## src/rtl/serial_adder.sv

```systemverilog
// Bit-serial WIDTH-bit adder: one full_adder processes the operands LSB-first,
// one bit per clock, with its carry-out fed back through a carry flip-flop.

module full_adder (
   input  logic a,
   input  logic b,
   input  logic cin,
   output logic sum,
   output logic cout
);
   assign sum  = a ^ b ^ cin;
   assign cout = (a & b) | (cin & (a ^ b));
endmodule

module serial_adder #(
   parameter int WIDTH = 8
) (
   input  logic             clk,
   input  logic             rst,
   input  logic             start,
   input  logic [WIDTH-1:0] a,
   input  logic [WIDTH-1:0] b,
   input  logic             cin,
   output logic             busy,
   output logic             done,
   output logic [WIDTH-1:0] sum,
   output logic             cout
);
   localparam int CW = $clog2(WIDTH + 1);
   localparam logic [CW-1:0] LAST = CW'(WIDTH - 1);

   typedef enum logic [1:0] {IDLE, ADD, DONE} state_t;

   state_t           state, state_next;
   logic [WIDTH-1:0] a_sr, b_sr, res_sr, res_next;
   logic [CW-1:0]    cnt;
   logic             carry;
   logic             fa_sum, fa_cout;
   logic             load, step, last;

   full_adder u_fa (
      .a    (a_sr[0]),
      .b    (b_sr[0]),
      .cin  (carry),
      .sum  (fa_sum),
      .cout (fa_cout)
   );

   // New sum bit enters at the MSB so that after WIDTH shifts bit 0 sits at the LSB.
   generate
      if (WIDTH == 1) begin : g_res1
         assign res_next = fa_sum;
      end else begin : g_resn
         assign res_next = {fa_sum, res_sr[WIDTH-1:1]};
      end
   endgenerate

   always_ff @(posedge clk) begin
      if (rst) state <= IDLE;
      else     state <= state_next;
   end

   always_comb begin
      state_next = state;
      busy       = 1'b0;
      done       = 1'b0;
      load       = 1'b0;
      step       = 1'b0;
      last       = 1'b0;
      case (state)
         IDLE: begin
            if (start) begin
               load       = 1'b1;
               state_next = ADD;
            end
         end
         ADD: begin
            busy = 1'b1;
            step = 1'b1;
            if (cnt == LAST) begin
               last       = 1'b1;
               state_next = DONE;
            end
         end
         DONE: begin
            done = 1'b1;
            if (start) begin
               load       = 1'b1;
               state_next = ADD;
            end else begin
               state_next = IDLE;
            end
         end
         default: state_next = IDLE;
      endcase
   end

   // Published sum/cout only move on the completion edge; partials stay internal.
   always_ff @(posedge clk) begin
      if (rst) begin
         a_sr   <= '0;
         b_sr   <= '0;
         res_sr <= '0;
         cnt    <= '0;
         carry  <= 1'b0;
         sum    <= '0;
         cout   <= 1'b0;
      end else if (load) begin
         a_sr   <= a;
         b_sr   <= b;
         carry  <= cin;
         res_sr <= '0;
         cnt    <= '0;
      end else if (step) begin
         a_sr   <= a_sr >> 1;
         b_sr   <= b_sr >> 1;
         carry  <= fa_cout;
         res_sr <= res_next;
         cnt    <= cnt + CW'(1);
         if (last) begin
            sum  <= res_next;
            cout <= fa_cout;
         end
      end
   end

endmodule

```

## config.mk

```make
export PLATFORM = sky130hd
export DESIGN_NAME = serial_adder
export DESIGN_NICKNAME = d
export VERILOG_FILES = /design/src/rtl/serial_adder.sv
export SDC_FILE = /design/constraint.sdc
export NUM_CORES = 1
export LEC_CHECK = 0
export CAP_MARGIN = 25
export CORE_AREA = 2 2 61 63
export CTS_BUF_LIST = sky130_fd_sc_hd__clkbuf_8
export CTS_CLUSTER_SIZE = 12
export DETAILED_ROUTE_END_ITERATION = 12
export DIE_AREA = 0 0 63 65
export GPL_ROUTABILITY_DRIVEN = 0
export PLACE_DENSITY = 0.74
export SLEW_MARGIN = 20
export SYNTH_ARGS = -nofsm -noshare
export SYNTH_HDL_FRONTEND = slang
export SYNTH_SLANG_ARGS = --single-unit
```

## constraint.sdc

```tcl
create_clock -name clk -period 1.05 [get_ports clk]
set_input_delay 0.315 -clock clk [delete_from_list [all_inputs] [get_ports clk]]
set_output_delay 0.315 -clock clk [all_outputs]
set_load 0.01 [all_outputs]
```

==> impl_metrics.tcl <==
set metrics [dict create \
    status "complete, but fails checks" \
    violations "setup timing" \
    grt_pass1_wl_um 6513 \
    fp.coreArea_um2 3496 \
    clk_pin_slew_ns 0.08 \
    vias 1505 \
    fin_crit_ns 1.328 \
    skew_ns 0.004282 \
    ant_nets 0 \
    ys_ff_latch 39 \
    grt_max_degree 19 \
    synth_largest_area_cell "dfxtp_1" \
    setup_ws_ns -0.2780 \
    portBuffers 30 \
    synth-simple-area-share_pct 22.58 \
    max_slew_margin_pct 78.23 \
    hold_buffers 0 \
    finalHoldViolCount 0 \
    drtIter0Drc 69 \
    die_area_um2 4095 \
    grt_use_total_pct 20.87 \
    synth_fa_ha_area_share_pct 2.097 \
    ios 31 \
    setup_viol 43 \
    grt_overflow 0 \
    final_cell_mix "38 x nand2_1, 24 x dfxtp_1, 23 x buf_6" \
    synthXorXnorAreaFrac_pct 1.129 \
    p_leak_nw 0.9675 \
    diodes 0 \
    slew_violations 0 \
    fin_area_um2 2680 \
    drt_wl_total_um 4751 \
    cts_buffers 5 \
    syn2layout_area_growth_pct 72.74 \
    initial_utilization_pct 44.38 \
    floorplan.rows 22 \
    drc 0 \
    tns_ns -6.857 \
    cts_buffer_depth 2 \
    finalCritPeriodShare_pct 126.5 \
    synth_compound_area_share_pct 12.42 \
    drv_cap 0 \
    ys_top_cells_by_area "dfxtp_1 50%, nand2_1 11%, mux2i_1 6.5%" \
    syn-mean-instance-area_um2 8.619 \
    dp_hpwl_um 2238 \
    die_y_um 65 \
    syn_inst 180 \
    vdd_ir_drop_max_v 0.001130 \
    synth_warnings 0 \
    vias_per_cell 5.262 \
    antenna_found_initial 0 \
    worst_pin_slew_ns 0.3240 \
    cp_data_required_time_ns 1.23 \
    ys_types 27 \
    power.total_w 0.003506 \
    synth.area.mux_share_pct 6.452 \
    clock.fmax_ghz 0.7530 \
    utilization_pct 76.66 \
    final_common_cell "nand2_1" \
    first_pass_iters 4 \
    synthesis.area_um2 1551 \
    worstSkewPairLatency_ns 0.30 \
    hold_ws_ns 0.4617 \
    worst_ep_arrival_time_ns 1.51 \
    synth_fp_nets 202 \
    wire_per_inst_um 16.61 \
    power_density_nw_per_um2 1308 \
    place_area_um2 2053 \
    rsz0062_at_grt "yes" \
    hold_path.class "reg2reg" \
    nets 259 \
    crit_fanout 7 \
    drive_above_1_share_pct 50.42 \
    synth_top_family_by_area "simple AND/OR/NAND/NOR gates" \
    grt_pass1_vias 1363 \
    crit_type "reg2reg" \
    tritoncts "yes" \
    die_w_um 63 \
    ctsHtreeMaxLevel 2 \
    synth_top_area_share_pct 50.32 \
    crit_path_start_kind "register" \
    endpoint_kind "register" \
    synth.yosys.seq_area_share_pct 50.32 \
    cts_root_buffer "clkbuf_8" \
    clock_sinks 39 \
]
worst max-delay path, stage by stage (launching register included):
cell and delay (ns):
dfxtp_2 0.34, nand2b_4 0.16, clkinv_4 0.06, buf_6 0.13
buf_12 0.13, nor3_1 0.30, nor3_2 0.09
worst paths after layout:
kind                                       startpoint              endpoint  slack, ns  depth (start not counted)
worst max-delay path            state[1]$_SDFFE_PP0P_  b_sr[5]$_SDFFE_PP0P_      -0.28                          6
worst min-delay path              sum[6]$_SDFFE_PP0P_   sum[6]$_SDFFE_PP0P_       0.46                          2
worst max register to register  state[1]$_SDFFE_PP0P_  b_sr[5]$_SDFFE_PP0P_      -0.28                          6
worst min register to register    sum[6]$_SDFFE_PP0P_   sum[6]$_SDFFE_PP0P_       0.46                          2
cell families (layout without fill, tap and decap cells):
group / Yosys count / after routing
mux: 10 / 10
buf+inv: 15 / 72
fa+ha+maj: 2 / 2
compound gates: 34 / 34
simple gates: 78 / 79
xor+xnor: 2 / 2
flops: 39 / 39
sequential cells by signal (all words and copies together) (netlist names):
| name | cells |
|---|---|
| carry | 1 |
| cnt | 4 |
| a_sr | 8 |
| b_sr | 8 |
| sum | 8 |
| cout | 1 |
| state | 2 |
| res_sr | 7 |
report_power, final:
group          switching (W)  total, W  internal, W  leakage, nW
registers          0.0000633   0.00161      0.00155        0.326
clock network       0.000549   0.00114     0.000591       0.0557
logic               0.000358  0.000756     0.000398        0.586
total               0.000970   0.00351      0.00254        0.968
per-stage QoR:
stage / setup WS (ns) / cells
5_1_grt: -0.3394 / 286
2_1_floorplan: -0.1146 / 180
6_report: -0.2780 / 286
4_1_cts: -0.2524 / 284
3_5_place_dp: -0.4450 / 266
3_3_place_gp: -0.4227 / 266
Yosys cell counts:
cell type	number
clkbuf_1	3
buf_4	1
nand3b_1	2
nor2b_1	1
dfxtp_1	39
nor2_4	1
a22oi_1	3
nand2_1	44
nor3_1	18
xor2_1	1
xnor2_1	1
mux2i_1	10
inv_1	1
fa_1	1
buf_2	8
a31oi_1	4
clkinv_1	1
ha_1	1
and2b_1	1
or3_1	1
nand2b_1	2
a21oi_1	14
o21ai_0	5
nand3_1	5
nor2_1	3
o22ai_1	8
buf_6	1
area by class of cell:
cell class                      count  area [um^2]
Timing Repair Buffer               62        693.2
Fill cell                         231        815.8
Multi-Input combinational cell    127         1012
Inverter                            2        12.51
Clock buffer                        7        96.34
Clock inverter                      1        3.754
Sequential cell                    39        802.0
Tap cell                           48        60.06
repair_timing:
item                                    in CTS  in global routing
gates resized for setup                    122                 37
hold endpoints to repair                     0                  0
cloned                                       3                  1
buffers inserted                             8                  3
endpoints found under the setup margin      49                 50
pin swaps                                   24                 10
per-layer routing:
layer	vias up	share of wire (%)	routed length, um	global-route usage [%]
met1	730	40	1914	23.84
met3	9	4.3	206	5.382
met5	-	0	0	0
li1	729	-	-	-
met4	0	2.2	106	8.056
met2	37	53	2523	37.23
Power figures use the tool's default switching activity.
